### src/rtl/fmac_pkg.sv
// Shared types and constants for the fmac operand feeder and its FIFO.
package fmac_pkg;

    localparam int DATA_W_DEF = 8;
    localparam int ACC_W      = 16;

    typedef enum logic [1:0] {
        IDLE = 2'd0,
        EMIT = 2'd1,
        ZERO = 2'd2
    } feeder_state_t;

    typedef struct packed {
        logic [DATA_W_DEF-1:0] x;
        logic [DATA_W_DEF-1:0] y;
    } operand_pair_t;

endpackage

### src/rtl/fmac_pair_fifo.sv
// Synchronous FIFO of operand pairs; level comes from extra-bit pointer difference.
module fmac_pair_fifo #(
    parameter int WIDTH = 16,
    parameter int DEPTH = 8
) (
    input  logic                     CLK,
    input  logic                     RESET,
    input  logic                     push,
    input  logic                     pop,
    input  logic [WIDTH-1:0]         wdata,
    output logic [WIDTH-1:0]         rdata,
    output logic [$clog2(DEPTH):0]   level,
    output logic                     full,
    output logic                     empty
);

    localparam int AW = $clog2(DEPTH);

    logic [AW:0]      wr_ptr_q, wr_ptr_d;
    logic [AW:0]      rd_ptr_q, rd_ptr_d;
    logic [WIDTH-1:0] mem_q [DEPTH];
    logic             do_push, do_pop;

    assign level = wr_ptr_q - rd_ptr_q;
    assign full  = (level == (AW+1)'(DEPTH));
    assign empty = (level == '0);
    assign rdata = mem_q[rd_ptr_q[AW-1:0]];

    // A pop frees a slot in the same cycle, so push alongside pop is legal when full.
    always_comb begin
        do_pop   = pop && !empty;
        do_push  = push && (!full || do_pop);
        wr_ptr_d = wr_ptr_q + {{AW{1'b0}}, do_push};
        rd_ptr_d = rd_ptr_q + {{AW{1'b0}}, do_pop};
    end

    always_ff @(posedge CLK or negedge RESET) begin
        if (!RESET) begin
            wr_ptr_q <= '0;
            rd_ptr_q <= '0;
        end else begin
            wr_ptr_q <= wr_ptr_d;
            rd_ptr_q <= rd_ptr_d;
        end
    end

    always_ff @(posedge CLK) begin
        if (do_push) begin
            mem_q[wr_ptr_q[AW-1:0]] <= wdata;
        end
    end

endmodule

### src/rtl/fmac_operand_feeder.sv
// Feeds buffered (x, y) pairs to fmac, each followed by a (0,0) cycle, with frame pulses.
// Optional FMAC_FEEDER_STATS_EN adds a 16-bit wrapping pair_count output.
module fmac_operand_feeder
    import fmac_pkg::*;
#(
    parameter int DATA_W    = DATA_W_DEF,
    parameter int DEPTH     = 8,
    parameter int FRAME_LEN = 4
) (
    input  logic                   CLK,
    input  logic                   RESET,
    input  logic                   run,
    input  logic                   in_valid,
    output logic                   in_ready,
    input  logic [DATA_W-1:0]      in_x,
    input  logic [DATA_W-1:0]      in_y,
    output logic [DATA_W-1:0]      x,
    output logic [DATA_W-1:0]      y,
    output logic                   emit,
    output logic                   frame_done,
    output logic [$clog2(DEPTH):0] level,
    output feeder_state_t          dbg_state
`ifdef FMAC_FEEDER_STATS_EN
    ,
    output logic [15:0]            pair_count
`endif
);

    localparam int CNT_W = (FRAME_LEN > 1) ? $clog2(FRAME_LEN) : 1;

    feeder_state_t     state_q, state_d;
    logic [DATA_W-1:0] x_q, x_d, y_q, y_d;
    logic              emit_q, emit_d;
    logic              frame_done_q, frame_done_d;
    logic [CNT_W-1:0]  frame_cnt_q, frame_cnt_d;

    logic                  fifo_full, fifo_empty, pop;
    logic [2*DATA_W-1:0]   fifo_rdata;

    // Handshake: a pair transfers on a rising edge where in_valid && in_ready.
    assign in_ready = !fifo_full;

    fmac_pair_fifo #(
        .WIDTH (2*DATA_W),
        .DEPTH (DEPTH)
    ) u_fifo (
        .CLK   (CLK),
        .RESET (RESET),
        .push  (in_valid && in_ready),
        .pop   (pop),
        .wdata ({in_x, in_y}),
        .rdata (fifo_rdata),
        .level (level),
        .full  (fifo_full),
        .empty (fifo_empty)
    );

    // Pops only from IDLE or ZERO, which guarantees a zero cycle after every pair.
    assign pop = run && !fifo_empty && (state_q != EMIT);

    always_comb begin
        state_d      = state_q;
        x_d          = '0;
        y_d          = '0;
        emit_d       = 1'b0;
        frame_done_d = 1'b0;
        frame_cnt_d  = frame_cnt_q;
        case (state_q)
            EMIT: begin
                state_d = ZERO;
                if (frame_cnt_q == CNT_W'(FRAME_LEN-1)) begin
                    frame_done_d = 1'b1;
                    frame_cnt_d  = '0;
                end else begin
                    frame_cnt_d  = frame_cnt_q + 1'b1;
                end
            end
            default: begin
                if (pop) begin
                    state_d = EMIT;
                    x_d     = fifo_rdata[2*DATA_W-1:DATA_W];
                    y_d     = fifo_rdata[DATA_W-1:0];
                    emit_d  = 1'b1;
                end else begin
                    state_d = IDLE;
                end
            end
        endcase
    end

    always_ff @(posedge CLK or negedge RESET) begin
        if (!RESET) begin
            state_q      <= IDLE;
            x_q          <= '0;
            y_q          <= '0;
            emit_q       <= 1'b0;
            frame_done_q <= 1'b0;
            frame_cnt_q  <= '0;
        end else begin
            state_q      <= state_d;
            x_q          <= x_d;
            y_q          <= y_d;
            emit_q       <= emit_d;
            frame_done_q <= frame_done_d;
            frame_cnt_q  <= frame_cnt_d;
        end
    end

    assign x          = x_q;
    assign y          = y_q;
    assign emit       = emit_q;
    assign frame_done = frame_done_q;
    assign dbg_state  = state_q;

`ifdef FMAC_FEEDER_STATS_EN
    logic [15:0] pair_count_q, pair_count_d;

    always_comb begin
        pair_count_d = pair_count_q;
        if (pop) begin
            pair_count_d = pair_count_q + 16'd1;
        end
    end

    always_ff @(posedge CLK or negedge RESET) begin
        if (!RESET) begin
            pair_count_q <= '0;
        end else begin
            pair_count_q <= pair_count_d;
        end
    end

    assign pair_count = pair_count_q;
`endif

endmodule

### config.mk
export PLATFORM = sky130hd
export DESIGN_NAME = fmac_operand_feeder
export DESIGN_NICKNAME = d
export VERILOG_FILES = /design/src/rtl/fmac_pkg.sv /design/src/rtl/fmac_pair_fifo.sv /design/src/rtl/fmac_operand_feeder.sv
export SDC_FILE = /design/constraint.sdc
export NUM_CORES = 1
export LEC_CHECK = 0
export ABC_AREA = 1
export CAP_MARGIN = 40
export CORE_AREA = 3 3 110 133
export DETAILED_ROUTE_END_ITERATION = 8
export DIE_AREA = 0 0 113 136
export GPL_ROUTABILITY_DRIVEN = 0
export PLACE_DENSITY = 0.66
export SLEW_MARGIN = 20
export SYNTH_ARGS = -nofsm -noshare
export SYNTH_HDL_FRONTEND = slang
export SYNTH_SLANG_ARGS = --single-unit
### constraint.sdc
create_clock -name CLK -period 2.95 [get_ports CLK]
set_input_delay 0.59 -clock CLK [delete_from_list [all_inputs] [get_ports CLK]]
set_output_delay 0.59 -clock CLK [all_outputs]
set_load 0.01 [all_outputs]
After elaboration in Yosys (flattened, before gate mapping)
Memory sizes are Yosys's and may differ from the RTL's.
Index checks and enable logic that the tools add are counted.
{ "totals": {"register_bits": 30, "ram_bits": 128, "out_inout_bits": 25, "n_memories": 1} }
{ "mem_list": {"columns": ["name", "words", "width", "read_ports", "rd_ports_with_merged_regs", "write_ports", "line_no", "source"], "rows": [
  ["u_fifo.mem_q", 8, 16, 1, 0, 1, "fmac_pair_fifo.sv:21", "logic [WIDTH-1:0] mem_q [DEPTH];"]
]} }
{ "op_classes": {"addsub": 4, "n_eq_ne": 4, "n_mux": 13, "n_reduce_logical": 9} }
{ "op_table": {"columns": ["op", "count"], "rows": [
  ["$mux W8", 4],
  ["$add A4 B1 Y4", 2],
  ["$mux W1", 7],
  ["$logic_and A1 B1 Y1", 5],
  ["$eq A4 B4 Y1 const B", 1],
  ["$logic_not A4 Y1", 1],
  ["$mux W2", 2],
  ["$sub A4 B4 Y4", 1],
  ["$add A2 B1 Y2 const B", 1],
  ["$eq A2 B1 Y1 const B", 1],
  ["$eq A2 B2 Y1 const B", 1],
  ["$logic_not A1 Y1", 2],
  ["$ne A2 B1 Y1 const B", 1],
  ["$logic_or A1 B1 Y1", 1]
]} }

Longest topological paths before layout
{ "logic_depth": {"depth_word": 10, "ltp_mapped": 15} }

Modules after synthesis
A second synthesis with hierarchy kept.
{ "hier_totals": {"cells_unflattened": 507, "area_unflattened_um2": 6371.1} }
{ "modules_own_cells": {"columns": ["module", "instances", "cells_per_inst", "area_each_um2", "seq_area_each_um2"], "rows": [
  ["fmac_pair_fifo", 1, 431, 5520.3, 4043.9],
  ["fmac_operand_feeder", 1, 76, 850.8, 525.5]
]} }

Worst setup path after synthesis
Ideal clock, no wire load.
{ "synth_path": {"kind": "register to register", "startpoint": "register u_fifo.rd_ptr_q[2]", "endpoint": "memory u_fifo.mem_q[0][0] (enable)", "setup_ps": 388, "arrival_ps": 2479, "required_ps": 2562, "slack_ps": 83, "path_stages_with_launch": 11, "period_less_slack_ps": 2867, "cell_sequence": "dfrtp_1 -> buf_4 -> clkinv_1 -> buf_2 -> ha_1 -> or2_4 -> nand2_2 -> nand2_1 -> nand3_1 -> nand2_2 -> nor2_1"} }
{ "synth_via": {"word_cells_on_any_way": 13, "classes_between": "add/sub: 1; eq/ne: 1; mux: 2; reduce/logical: 9"} }
{ "synth_rtl": {"columns": ["item", "line_no", "source"], "rows": [
  ["start: declaration", "fmac_pair_fifo.sv:20", "logic [AW:0] rd_ptr_q, rd_ptr_d;"],
  ["start signal: assignment", "fmac_pair_fifo.sv:43", "rd_ptr_q <= rd_ptr_d;"],
  ["$sub A4 B4 Y4 *", "fmac_pair_fifo.sv:24", "assign level = wr_ptr_q - rd_ptr_q;"],
  ["$eq A4 B4 Y1 *", "fmac_pair_fifo.sv:25", "assign full = (level == (AW+1)'(DEPTH));"],
  ["$logic_not A1 Y1 *", "fmac_operand_feeder.sv:41", "assign in_ready = !fifo_full;"],
  ["via in_ready", "fmac_operand_feeder.sv:14", "output logic in_ready,"],
  ["$logic_and A1 B1 Y1 or $logic_or A1 B1 Y1 (tied branches)", "fmac_operand_feeder.sv:49, fmac_pair_fifo.sv:32", null],
  ["$logic_and A1 B1 Y1 *", "fmac_pair_fifo.sv:32", "do_push = push && (!full || do_pop);"],
  ["$mux W1 *", "fmac_pair_fifo.sv:48", "if (do_push) begin"],
  ["$mux W1 (not written as such) *", "fmac_pair_fifo.sv:49", "mem_q[wr_ptr_q[AW-1:0]] <= wdata;"],
  ["end: declaration", "fmac_pair_fifo.sv:21", null]
]} }
The timed path passes the listed nets; every way through them passes the cells marked *.

Worst setup path after layout
{ "layout_path": {"startpoint": "register u_fifo.wr_ptr_q[0]", "endpoint": "output in_ready"} }
{ "layout_via": {"elab_chain_cells": 3} }
{ "layout_rtl": {"columns": ["item", "line_no", "source"], "rows": [
  ["start: declaration", "fmac_pair_fifo.sv:19", "logic [AW:0] wr_ptr_q, wr_ptr_d;"],
  ["start signal: assignment", "fmac_pair_fifo.sv:42", "wr_ptr_q <= wr_ptr_d;"],
  ["$sub A4 B4 Y4", "fmac_pair_fifo.sv:24", null],
  ["$eq A4 B4 Y1", "fmac_pair_fifo.sv:25", null],
  ["$logic_not A1 Y1", "fmac_operand_feeder.sv:41", null],
  ["end: declaration", "fmac_operand_feeder.sv:14", null]
]} }
Every way passes these cells.

==> results.tsv <==
stage	metric	value	unit
timing	clk_skew	0.00956	ns
hold_path	HP Class	reg -> reg	
worst_setup_path	crit path DAT	2.25	ns
timing	final cycle utilization of the critical path	0.964	
synthesis	EDFF count, synth	128	
floorplan	top-level I/O count	45	
final_layout	flip-flop and latch area	0.00457	sq mm
synthesis	Synth cell types	27	
worst_setup_path	worst path bufs/invs	3	
power_and_ir_drop	Peak VDD IR	0.858	mV
final_layout	# fillers	1068	
synthesis	most common cell in the synthesized netlist	nand2_1	
clocking	later-pin clock latency in the skew report	0.42	ns
place	Placed Cells	773	
final_layout	area of the multi-input gates	0.00161	sq mm
power_and_ir_drop	Lkg Pwr	3.16	nW
detailed_routing	post-route ant nets	0	
synthesis	Mapped Area	0.00648	sq mm
timing	normalized max-slew margin	0.658	
grt	initial antenna violation count	0	
synthesis	post-synth top area share	0.593	
detailed_routing	routed via count	4097	
worst_setup_path	crit path launch type	flip-flop	
synthesis	#FFs+latches synth	157	
worst_setup_path	Req. time, crit path	2.36	ns
synthesis	Syn Nets	600	
synthesis	Seq/Total Area, Yosys	0.705	
detailed_routing	Vias/cell	5.07	
timing	Final Max Slew Viols	0	
clocking	Root Buffer	clkbuf_16	
grt	global-route wire length before repair	20600	um
synthesis	synth warn	0	
clocking	Hold Buf Count CTS	0	
floorplan	die width	113	um
detailed_routing	drt drc	0	
status	status	complete, no violations	
floorplan	FP Rows	46	
detailed_routing	Pre-antenna DRT Iters	5	
worst_setup_path	Max Fanout on Critical Path	5	
job	Max-Cap Viols	0	
floorplan	Die Ht	136	um
timing	Fmax	352	MHz
synthesis	main area contributors after synthesis	edfxtp_1 (59%), dfrtp_1 (11%), nand2_1 (9.0%)	
place	Port Buffer Count	44	
synthesis	synthesized instance count	571	
synthesis	Yosys top cell by area	edfxtp_1	
grt	grt ovf	0	
clocking	Longest Clk Path Bufs	2	
power_and_ir_drop	PD cells	1100	mW/mm^2
timing	Final setup viols	0	
timing	Final Hold Fails	0	
final_layout	layout net count	656	
clocking	CTS tree	yes	
grt	number of global-route vias before repair	4007	
worst_setup_path	crit-path leading delay family	adder cells	
final_layout	fin util	0.585	
detailed_routing	Routed wire per std cell	16.1	um
clocking	CTS Buf Count	17	
final_layout	fraction of layout cells with a size suffix above 1	0.123	
synthesis	Synth Area per Inst	11.4	sq um
clocking	Worst-path clk slew	0.06	ns
synthesis	asr flop ratio synth	0.185	
worst_setup_path	Cell Chain, Critical Path	inv_2 > ha_1 > inv_1 > fa_1 > or2_0 > nor2_2 > nand3_2 > clkbuf_2	
floorplan	core area	0.0134	sq mm
floorplan	Initial Utilization	0.486	
worst_setup_path	CP max stage cell	fa_1	
detailed_routing	WL final	13000	um
worst_setup_path	CP endpoint kind	output pin	
grt	GRT Overall Usage	0.178	
detailed_routing	initial drt markers	272	
clocking	CTS sink count	157	
timing	Slew @ Worst Pin	0.513	ns
worst_setup_path	Worst Setup Path Type	reg -> out	
worst_setup_path	max incr delay on CP	0.46	ns
final_layout	Area Growth Syn to Fin	20.4	%
grt	largest net degree at the start of global routing	83	
final_layout	Final Instance Count excl. Fillers	808	
floorplan	Die ar.	0.0154	sq mm
final_layout	ant diodes	0	
synthesis	commonest cells in the netlist	nand2_1 (156), edfxtp_1 (128), nor2_1 (84)	
place	hpwl dp	7250	um
timing	crit path time final	2.84	ns
synthesis	Top FF cell, synth	edfxtp_1	
clocking	H-tree lvl count	4	
-- path summary, 6_finish.rpt --
| path | startpoint | to | slack [ns] | depth (start not counted) |
|---|---|---|---|---|
| min | frame_cnt_q[1]$_DFFE_PN0P_ | frame_cnt_q[1]$_DFFE_PN0P_ | 0.49 | 2 |
| max | u_fifo.wr_ptr_q[0]$_DFF_PN0_ | in_ready | 0.11 | 8 |
| max in group asynchronous | RESET | u_fifo.rd_ptr_q[0]$_DFF_PN0_ | 2.07 | 2 |
| min in group asynchronous | RESET | x[6]$_DFF_PN0_ | 0.57 | 2 |
| max reg2reg | u_fifo.wr_ptr_q[0]$_DFF_PN0_ | u_fifo.wr_ptr_q[2]$_DFF_PN0_ | 0.34 | 12 |
| min reg2reg | frame_cnt_q[1]$_DFFE_PN0P_ | frame_cnt_q[1]$_DFFE_PN0P_ | 0.49 | 2 |
-- where the power goes --
part / switching [W] / total (W) / leakage [nW] / internal (W)
clock network: 0.000854 / 0.00239 / 0.330 / 0.00153
logic: 0.00198 / 0.00315 / 1.31 / 0.00117
registers: 0.000163 / 0.00305 / 1.53 / 0.00289
-- logic make-up (layout without fill, tap and decap cells) --
| kind of cell | after synthesis | count (layout) | share of synthesized area |
|---|---|---|---|
| simple gates | 321 | 321 | 0.207 |
| compound gates | 18 | 18 | 0.0143 |
| buf+inv | 62 | 131 | 0.0500 |
| flops | 157 | 157 | 0.705 |
| fa+ha+maj | 9 | 9 | 0.0185 |
| xor+xnor | 4 | 4 | 0.00540 |
-- cell type report --
cell class,count,share of cell area
inverters,35,0.0172
repair buffers,64,0.0779
clock inverters,8,0.0138
flip-flops and latches,157,0.586
multi-input cells,352,0.206
well taps,168,0.0269
clock buffers,24,0.0728
-- worst register-to-register path, stage by stage, from the launching register on --
cell and delay [ns]:
dfrtp_1 0.40, inv_2 0.10, ha_1 0.14, inv_1 0.06, fa_1 0.46, or2_0 0.26, nor2_2 0.17, nand3_2 0.12
nand2_2 0.17, inv_1 0.07, ha_1 0.19, ha_1 0.19, xor2_1 0.16
-- per-stage QoR --
stage               setup WS (ns)  hold WS [ns]  cell area (sq um)  TNS [ns]  total power, W
floorplan                  0.0828         0.294               6480         0         0.00522
global placement            0.209         0.459               7070         0         0.00605
detailed placement         0.0829         0.479               7070         0         0.00616
CTS                        0.0134         0.495               7760         0         0.00859
global route             -0.00361         0.535               7810  -0.00361         0.00916
finish                      0.105         0.488               7810         0         0.00859
-- registers in the layout (all words and copies together) (netlist names) --
signal / cells
u_fifo.rd_ptr_q: 4
frame_done: 1
u_fifo.mem_q: 128
dbg_state: 2
u_fifo.wr_ptr_q: 4
frame_cnt_q: 2
y: 8
x: 8
-- cells in the final DEF, fill, tap and decap left out, types with 2 or more instances in the layout --
cell | Yosys | routed
clkbuf_16 | 0 | 22
bufinv_16 | 0 | 2
xor2_1 | 4 | 4
nand2_1 | 156 | 156
dfrtp_1 | 29 | 28
clkdlybuf4s50_1 | 0 | 42
inv_6 | 0 | 4
nand3_1 | 61 | 60
nand3_2 | 1 | 2
edfxtp_1 | 128 | 128
nor2_1 | 84 | 84
o21ai_0 | 10 | 10
ha_1 | 8 | 7
o21ai_1 | 7 | 7
buf_4 | 7 | 19
inv_1 | 30 | 29
nor2_2 | 9 | 9
nand2_2 | 7 | 7
inv_2 | 3 | 4
-- per-layer routing --
layer / vias up / GRT usage / share of wire
met4: 0 / 0.0668 / 0.019
met1: 1975 / 0.215 / 0.42
met3: 16 / 0.0414 / 0.039
li1: 2002 / - / -
met2: 104 / 0.310 / 0.52
met5: - / 0 / 0
-- repair_timing --
item	4_1_cts	5_1_grt
hold endpoints to repair	0	0
buffers inserted	2	0
pin swaps	1	0
setup endpoints to repair	2	3
resized for setup	3	4
Note: power is estimated with default switching activity, not from simulation.
